$ cat src/rtl/garage_lot_controller.sv
// rtl/garage_lot_controller.sv - two-gate garage lot controller with occupancy count and 7-seg display
module garage_lot_controller #(
    parameter int CAPACITY     = 40,
    parameter int CNT_W        = 7,
    parameter int GATE_HOLD    = 4,
    parameter int OPEN_TIMEOUT = 16
) (
    input  logic             clk,
    input  logic             reset,
    input  logic             car_enter,
    input  logic             car_out,
    input  logic             entry_passed,
    input  logic             exit_passed,
    output logic [CNT_W-1:0] car_count,
    output logic             garage_full,
    output logic             garage_empty,
    output logic             entry_gate_open,
    output logic             exit_gate_open,
    output logic             entry_reject,
    output logic [6:0]       leds1,
    output logic [6:0]       leds2,
    output logic [1:0]       cur_st,
    output logic [1:0]       exit_st
);

    typedef enum logic [1:0] {
        ST_IDLE = 2'b00,
        ST_OPEN = 2'b01,
        ST_HOLD = 2'b10,
        ST_BAD  = 2'b11
    } gate_st_t;

    localparam int TMAX  = (OPEN_TIMEOUT > GATE_HOLD) ? OPEN_TIMEOUT : GATE_HOLD;
    localparam int TMR_W = $clog2(TMAX + 1);
    localparam logic [TMR_W-1:0] TO_LAST   = TMR_W'(OPEN_TIMEOUT - 1);
    localparam logic [TMR_W-1:0] HOLD_LAST = TMR_W'(GATE_HOLD - 1);
    localparam logic [CNT_W-1:0] CAP       = CNT_W'(CAPACITY);

    logic prev_enter, prev_out, prev_epass, prev_xpass;
    logic enter_edge, out_edge, epass_edge, xpass_edge;

    gate_st_t         en_st, en_st_nx, ex_st, ex_st_nx;
    logic [TMR_W-1:0] en_tmr, en_tmr_nx, ex_tmr, ex_tmr_nx;
    logic             en_inc, ex_dec, reject_nx;
    logic             inc_ok, dec_ok;
    logic [3:0]       units, tens;

    assign enter_edge = car_enter & ~prev_enter;
    assign out_edge   = car_out & ~prev_out;
    assign epass_edge = entry_passed & ~prev_epass;
    assign xpass_edge = exit_passed & ~prev_xpass;

    always_ff @(posedge clk or negedge reset) begin
        if (!reset) begin
            prev_enter   <= 1'b0;
            prev_out     <= 1'b0;
            prev_epass   <= 1'b0;
            prev_xpass   <= 1'b0;
            en_st        <= ST_IDLE;
            ex_st        <= ST_IDLE;
            en_tmr       <= '0;
            ex_tmr       <= '0;
            entry_reject <= 1'b0;
        end else begin
            prev_enter   <= car_enter;
            prev_out     <= car_out;
            prev_epass   <= entry_passed;
            prev_xpass   <= exit_passed;
            en_st        <= en_st_nx;
            ex_st        <= ex_st_nx;
            en_tmr       <= en_tmr_nx;
            ex_tmr       <= ex_tmr_nx;
            entry_reject <= reject_nx;
        end
    end

    // A pass on the final open cycle still counts: pass wins over timeout.
    always_comb begin
        en_st_nx  = en_st;
        en_tmr_nx = en_tmr + 1'b1;
        en_inc    = 1'b0;
        reject_nx = 1'b0;
        case (en_st)
            ST_IDLE: begin
                en_tmr_nx = '0;
                if (enter_edge) begin
                    if (car_count < CAP) en_st_nx = ST_OPEN;
                    else                 reject_nx = 1'b1;
                end
            end
            ST_OPEN: begin
                if (epass_edge) begin
                    en_st_nx  = ST_HOLD;
                    en_tmr_nx = '0;
                    en_inc    = 1'b1;
                end else if (en_tmr == TO_LAST) begin
                    en_st_nx  = ST_IDLE;
                    en_tmr_nx = '0;
                end
            end
            ST_HOLD: begin
                if (en_tmr == HOLD_LAST) begin
                    en_st_nx  = ST_IDLE;
                    en_tmr_nx = '0;
                end
            end
            default: begin
                en_st_nx  = ST_IDLE;
                en_tmr_nx = '0;
            end
        endcase
    end

    // Requests on an empty lot are dropped silently; there is no exit reject.
    always_comb begin
        ex_st_nx  = ex_st;
        ex_tmr_nx = ex_tmr + 1'b1;
        ex_dec    = 1'b0;
        case (ex_st)
            ST_IDLE: begin
                ex_tmr_nx = '0;
                if (out_edge && car_count != '0) ex_st_nx = ST_OPEN;
            end
            ST_OPEN: begin
                if (xpass_edge) begin
                    ex_st_nx  = ST_HOLD;
                    ex_tmr_nx = '0;
                    ex_dec    = 1'b1;
                end else if (ex_tmr == TO_LAST) begin
                    ex_st_nx  = ST_IDLE;
                    ex_tmr_nx = '0;
                end
            end
            ST_HOLD: begin
                if (ex_tmr == HOLD_LAST) begin
                    ex_st_nx  = ST_IDLE;
                    ex_tmr_nx = '0;
                end
            end
            default: begin
                ex_st_nx  = ST_IDLE;
                ex_tmr_nx = '0;
            end
        endcase
    end

    assign inc_ok = en_inc && (car_count < CAP);
    assign dec_ok = ex_dec && (car_count != '0);

    always_ff @(posedge clk or negedge reset) begin
        if (!reset) begin
            car_count <= '0;
        end else begin
            case ({inc_ok, dec_ok})
                2'b10:   car_count <= car_count + 1'b1;
                2'b01:   car_count <= car_count - 1'b1;
                default: car_count <= car_count;
            endcase
        end
    end

    function automatic logic [6:0] seg7(input logic [3:0] d);
        case (d)
            4'd0:    seg7 = 7'h3F;
            4'd1:    seg7 = 7'h06;
            4'd2:    seg7 = 7'h5B;
            4'd3:    seg7 = 7'h4F;
            4'd4:    seg7 = 7'h66;
            4'd5:    seg7 = 7'h6D;
            4'd6:    seg7 = 7'h7D;
            4'd7:    seg7 = 7'h07;
            4'd8:    seg7 = 7'h7F;
            4'd9:    seg7 = 7'h6F;
            default: seg7 = 7'h00;
        endcase
    endfunction

    assign units = 4'(32'(car_count) % 32'd10);
    assign tens  = 4'(32'(car_count) / 32'd10);

    assign leds1           = seg7(units);
    assign leds2           = seg7(tens);
    assign garage_full     = (car_count == CAP);
    assign garage_empty    = (car_count == '0);
    assign entry_gate_open = (en_st == ST_OPEN) || (en_st == ST_HOLD);
    assign exit_gate_open  = (ex_st == ST_OPEN) || (ex_st == ST_HOLD);
    assign cur_st          = en_st;
    assign exit_st         = ex_st;

endmodule

$ cat config.mk
export PLATFORM = sky130hd
export DESIGN_NAME = garage_lot_controller
export DESIGN_NICKNAME = d
export VERILOG_FILES = /design/src/rtl/garage_lot_controller.sv
export SDC_FILE = /design/constraint.sdc
export NUM_CORES = 1
export LEC_CHECK = 0
export CAP_MARGIN = 40
export CORE_ASPECT_RATIO = 1.1
export CORE_MARGIN = 2
export CORE_UTILIZATION = 40
export DETAILED_ROUTE_END_ITERATION = 12
export PLACE_DENSITY = 0.67
export SLEW_MARGIN = 20
export SYNTH_ARGS = -nofsm -noshare
export SYNTH_HDL_FRONTEND = slang
export SYNTH_SLANG_ARGS = --single-unit
$ cat constraint.sdc
create_clock -name clk -period 7.1 [get_ports clk]
set_input_delay 2.13 -clock clk [delete_from_list [all_inputs] [get_ports clk]]
set_output_delay 2.13 -clock clk [all_outputs]
set_load 0.02 [all_outputs]
* Word level (Yosys, flattened, before mapping)
Memory sizes are Yosys's and may differ from the RTL's.
Index checks and enable logic that the tools add are counted.
** Operators by class
- $add $sub $neg :: 4
- Multiply operators :: 0
- Div/mod/pow operators :: 2
- $lt $le $gt $ge :: 1
- Equal/unequal tests :: 18
- Shift-type cells :: 0
- Muxes and demuxes :: 27
- Bitwise logic cells :: 8
- Reductions and logical operators :: 12
** Operator list (count)
- divider 7 x 4 -> 32 bit, second input constant :: 1
- modulo 7 x 4 -> 32 bit, second input constant :: 1
- two-way mux 5 bit :: 6
- one-hot mux 5 bit (2 select lines) :: 2
- two-way mux 2 bit :: 9
- one-hot mux 7 bit (2 select lines) :: 1
- one-hot mux 2 bit (3 select lines) :: 2
- adder 5 x 1 -> 5 bit, second input constant :: 2
- equality test 5 x 2 -> 1 bit, second input constant :: 2
- equality test 5 x 4 -> 1 bit, second input constant :: 2
- inequality test 2 bit, second input constant :: 5
- adder 7 x 1 -> 7 bit, second input constant :: 1
- equality test 7 x 6 -> 1 bit, second input constant :: 1
- zero test 7 bit :: 1
- < comparator 7 x 6 -> 1 bit, second input constant :: 1
- two-way mux 1 bit :: 7
- nonzero test 7 bit :: 1
- subtractor 7 x 1 -> 7 bit, second input constant :: 1
- equality test 2 x 1 -> 1 bit, second input constant :: 3
- equality test 2 bit, second input constant :: 3
- inequality test 3 bit, second input constant :: 2
- bitwise AND 1 bit :: 4
- zero test 2 bit :: 2
- inverter 1 bit :: 4
- other kinds (5) :: 8
** Word-level totals
- Register bits after elaboration :: 26
- Bits in latches :: 0
- Bits in writable memories :: 0
- Memory bits (read-only) :: 224
- Bits of input ports :: 6
- Word-level logic and storage cells :: 84
- Memories kept :: 2
** Memory list
- (name not given) :: words 16, width 7, read ports 1, clocked after Yosys merged registers in 0, write ports 0, RTL line 163 : case (d)
- (name not given) :: words 16, width 7, read ports 1, clocked after Yosys merged registers in 0, write ports 0, RTL line 163

* Depth between registers and ports, before layout
- Depth after elaboration :: 7
- Gate-level depth with buffers :: 17
- Gate-level depth less buffers :: 16

* Worst setup path before layout
Ideal clock, no wire load.
- Path kind :: register -> output
- Start point :: register car_count[5]
- End point :: output port leds1[5]
- Arrival :: 4.055 ns
- Setup slack :: 0.915 ns
- Cell stages (with the launch flop) :: 17
- Cells stage by stage :: dfrtp_1 > buf_2 > nor2_1 > inv_1 > ha_1 > nand2b_1 > o21ai_2 > a21oi_1 > o221a_2 > o311ai_4 > inv_4 > xnor2_1 > ha_1 > or3_1 > a22oi_1 > a311oi_1 > o22ai_1
** On the way
- Word-level cells in the longest chain between the ends :: 2
** Ends and longest elaborated chain
- from (decl) :: RTL line 14 : output logic [CNT_W-1:0] car_count,
- from (signal assigned) :: RTL line 155 : 2'b10: car_count <= car_count + 1'b1;
- from (signal assigned) :: RTL line 156 : 2'b01: car_count <= car_count - 1'b1;
- from (signal assigned) :: RTL line 157 : default: car_count <= car_count;
- modulo 7 x 4 -> 32 bit :: RTL line 178 : assign units = 4'(32'(car_count) % 32'd10);
- memory read (16 x 7 bit)
- to (decl) :: RTL line 20 : output logic [6:0] leds1,
No other way between the ends.

* Worst setup path after layout
- Start point :: register car_count[4]
- End point :: output port leds1[6]
The elaborated chain is that of the path after synthesis.

==> metrics.cfg <==
[clock_tree]
hold_buffers = 0
clk_pin_slew_ns = 0.09
cts_root_buf = clkbuf_8
cts_buffer_depth = 2
clk_latency_ns = 0.27
cts_sinks = 26
cts_tree = done
numCtsBuffers = 3
cts_max_level = 1

[die]
ioPinCount = 36
core-area_um2 = 6160
dieWidth_um = 80.1
initial_core_util_pct = 41.4
rows = 30
die-height_um = 87.7
die-area_um2 = 7020

[drt]
route.met3.wl_um = 174
drc_errors = 0
avgViaCountPerCell = 5.55
wl_mm = 5.69
num_vias = 2326
first_pass_iters = 4
wire_per_inst_um = 13.6
drtAntennaViolNets = 0
drt-met1-wl_mm = 2.71
dr_wl_met2_mm = 2.75
highest_layer = met4
drtIter0Drc = 152

[sta]
period_minus_slack_ns = 6.71
fmax_ghz = 0.149
finalSetupViolCount = 0
tns_ns = 0
tightest_slew_ns = 0.763
whs_ns = 0.459
post-route-period-util_pct = 94.4
rsz0062_at_grt = false
slew-limit-headroom_pct = 48.4
report.final.slew_viol_count = 0
hold_violations = 0
finClkSkew_ns = 0.00830

[setup_path]
timing.rr.end = car_count[6]
startpoint = car_count[4]
max_stage_delay_ns = 0.61
cp-end-kind = primary output
crit_type = register to primary output
r2r_cells = 13
cp.arrival_ns = 4.58
slowest_stage = clkdlybuf4s50_1
cp_num_cells = 16
path_delay_family = compound AO/OA/AOI/OAI gates
path_cells = nor2_2, inv_1, ha_1, nor2b_1, o21ai_0, a221o_1, a222oi_1, o311ai_4, inv_4, xnor2_1, ha_2, o21ai_0, nand3_1, a221o_1, nand3_1, clkdlybuf4s50_1
r2r_setup_slack_ns = 3.37
cp.required_ns = 4.97
worstSetupStartpointType = register
path_max_fanout = 13
reg2reg_from = car_count[3]
cp.buffers_inverters = 3

[global_routing]
grt_pass1_vias = 2183
grt_pass1_wl_mm = 10.0
track_usage_pct = 17.3
antenna_found_initial = 0
grt_max_degree = 27
overflow = 0

[job]
drv_cap = 0

[synthesis]
yosys_warnings = 0
ys_seq_area_share_pct = 25.5
ys_ff_latch = 26
synthArstFlopShare_pct = 100
syn-num-nets = 344
avgSynthCellArea_um2 = 8.32
synth_area_um2 = 2550
synth_edf_count = 0
ys.flop_type = dfrtp_1
yosys.cell_types.count = 66
synthCells = 306

[place]
dp_hpwl_mm = 4.30
placed_area_um2 = 2980
gp_congestion = 0.860
portBuffers = 35

[layout]
final_common_cell = clkdlybuf4s50_1
fin_nets = 378
area_growth_pct = 19.9
mostFrequentLayoutCells = clkdlybuf4s50_1 (34), ha_1 (30), nand2_1 (26), dfrtp_1 (26), inv_1 (24)
drive_gt1_share_pct = 6.49
antenna_cells = 0
stdcell_area_um2 = 3060
fillers = 598

[hold_path]
holdPathEnd = en_tmr[0]
hold-path-cell-count = 1
holdCritPathClass = register to register
min_from = en_tmr[0]

[status]
status = completed

-- cells in the mapped netlist (all sizes together) (3+ instances only) --
library cell  instances  area, um^2
nand3                14        70.1
buf                   8        51.3
o22ai                 5        31.3
clkbuf                4        15.0
mux2i                 3        33.8
nor3b                 3        22.5
dfrtp                26         651
and3                  4        25.0
and2                  4        25.0
nand2b                6        37.5
o21ai                25         129
o31ai                 4        30.0
nand2                26        97.6
a21o                  3        22.5
o211ai                3        22.5
nor3                  5        25.0
a31o                  3        26.3
nor2                 22        82.6
xor2                  6        52.6
a31oi                 3        18.8
a21oi                12        60.1
nand4                 3        18.8
inv                  26         100
nor2b                 6        37.5
a211o                 3        26.3
ha                   31         388
xnor2                 8        70.1
-- flip-flops by register name, indices dropped and copies added, names as in the netlist --
name and count:
prev_out 1, entry_reject 1, car_count 7, prev_epass 1, prev_enter 1, cur_st 2, exit_st 2, prev_xpass 1
en_tmr 5, ex_tmr 5
-- logic make-up (layout without fill, tap and decap cells) --
logic type / Yosys count / after routing / synth area share, %
compound gates: 87 / 87 / 24.5
simple gates: 105 / 105 / 20.9
flops: 26 / 26 / 25.5
xor+xnor: 14 / 14 / 4.81
buf+inv: 38 / 71 / 6.53
fa+ha+maj: 33 / 33 / 16.4
mux: 3 / 3 / 1.33
-- through the flow --
step / worst slack (ns) / instances / util (%)
2_1_floorplan: 0.915 / 306 / -
3_3_place_gp: 0.604 / 415 / 48.4
4_1_cts: 0.166 / 419 / 49.5
3_5_place_dp: 0.494 / 415 / 48.4
5_1_grt: 0.0198 / 419 / 49.6
6_report: 0.395 / 419 / 49.6
-- repair_timing --
item                       in CTS  in global routing
buffers inserted                0                  0
setup endpoints to repair       0                  3
gates resized for setup         0                  3
-- per-layer routing --
metal,global-route usage (%),vias up
met3,1.86,4
met2,29.4,45
li1,-,1173
met1,23.7,1104
met4,3.70,0
met5,0,-
-- area by class of cell --
class	instances	area, um^2	area share, %
multi-input combinational	242	1740	56.8
tap	80	100	3.28
clock buffer	3	41.3	1.35
inverter	26	100	3.28
timing repair buffer	41	398	13.0
clock inverter	1	30.0	0.983
sequential	26	651	21.3
-- worst max-delay path by stage --
stage / slack, ns / end
floorplan: 0.92 / leds1[5]
global placement: 0.60 / leds1[5]
finish: 0.39 / leds1[6]
CTS: 0.17 / leds1[5]
global route: 0.02 / leds1[3]
detailed placement: 0.49 / leds1[5]
Power is not shown: default switching activity piles up to over one toggle a cycle in this logic, so the estimate is an artifact.
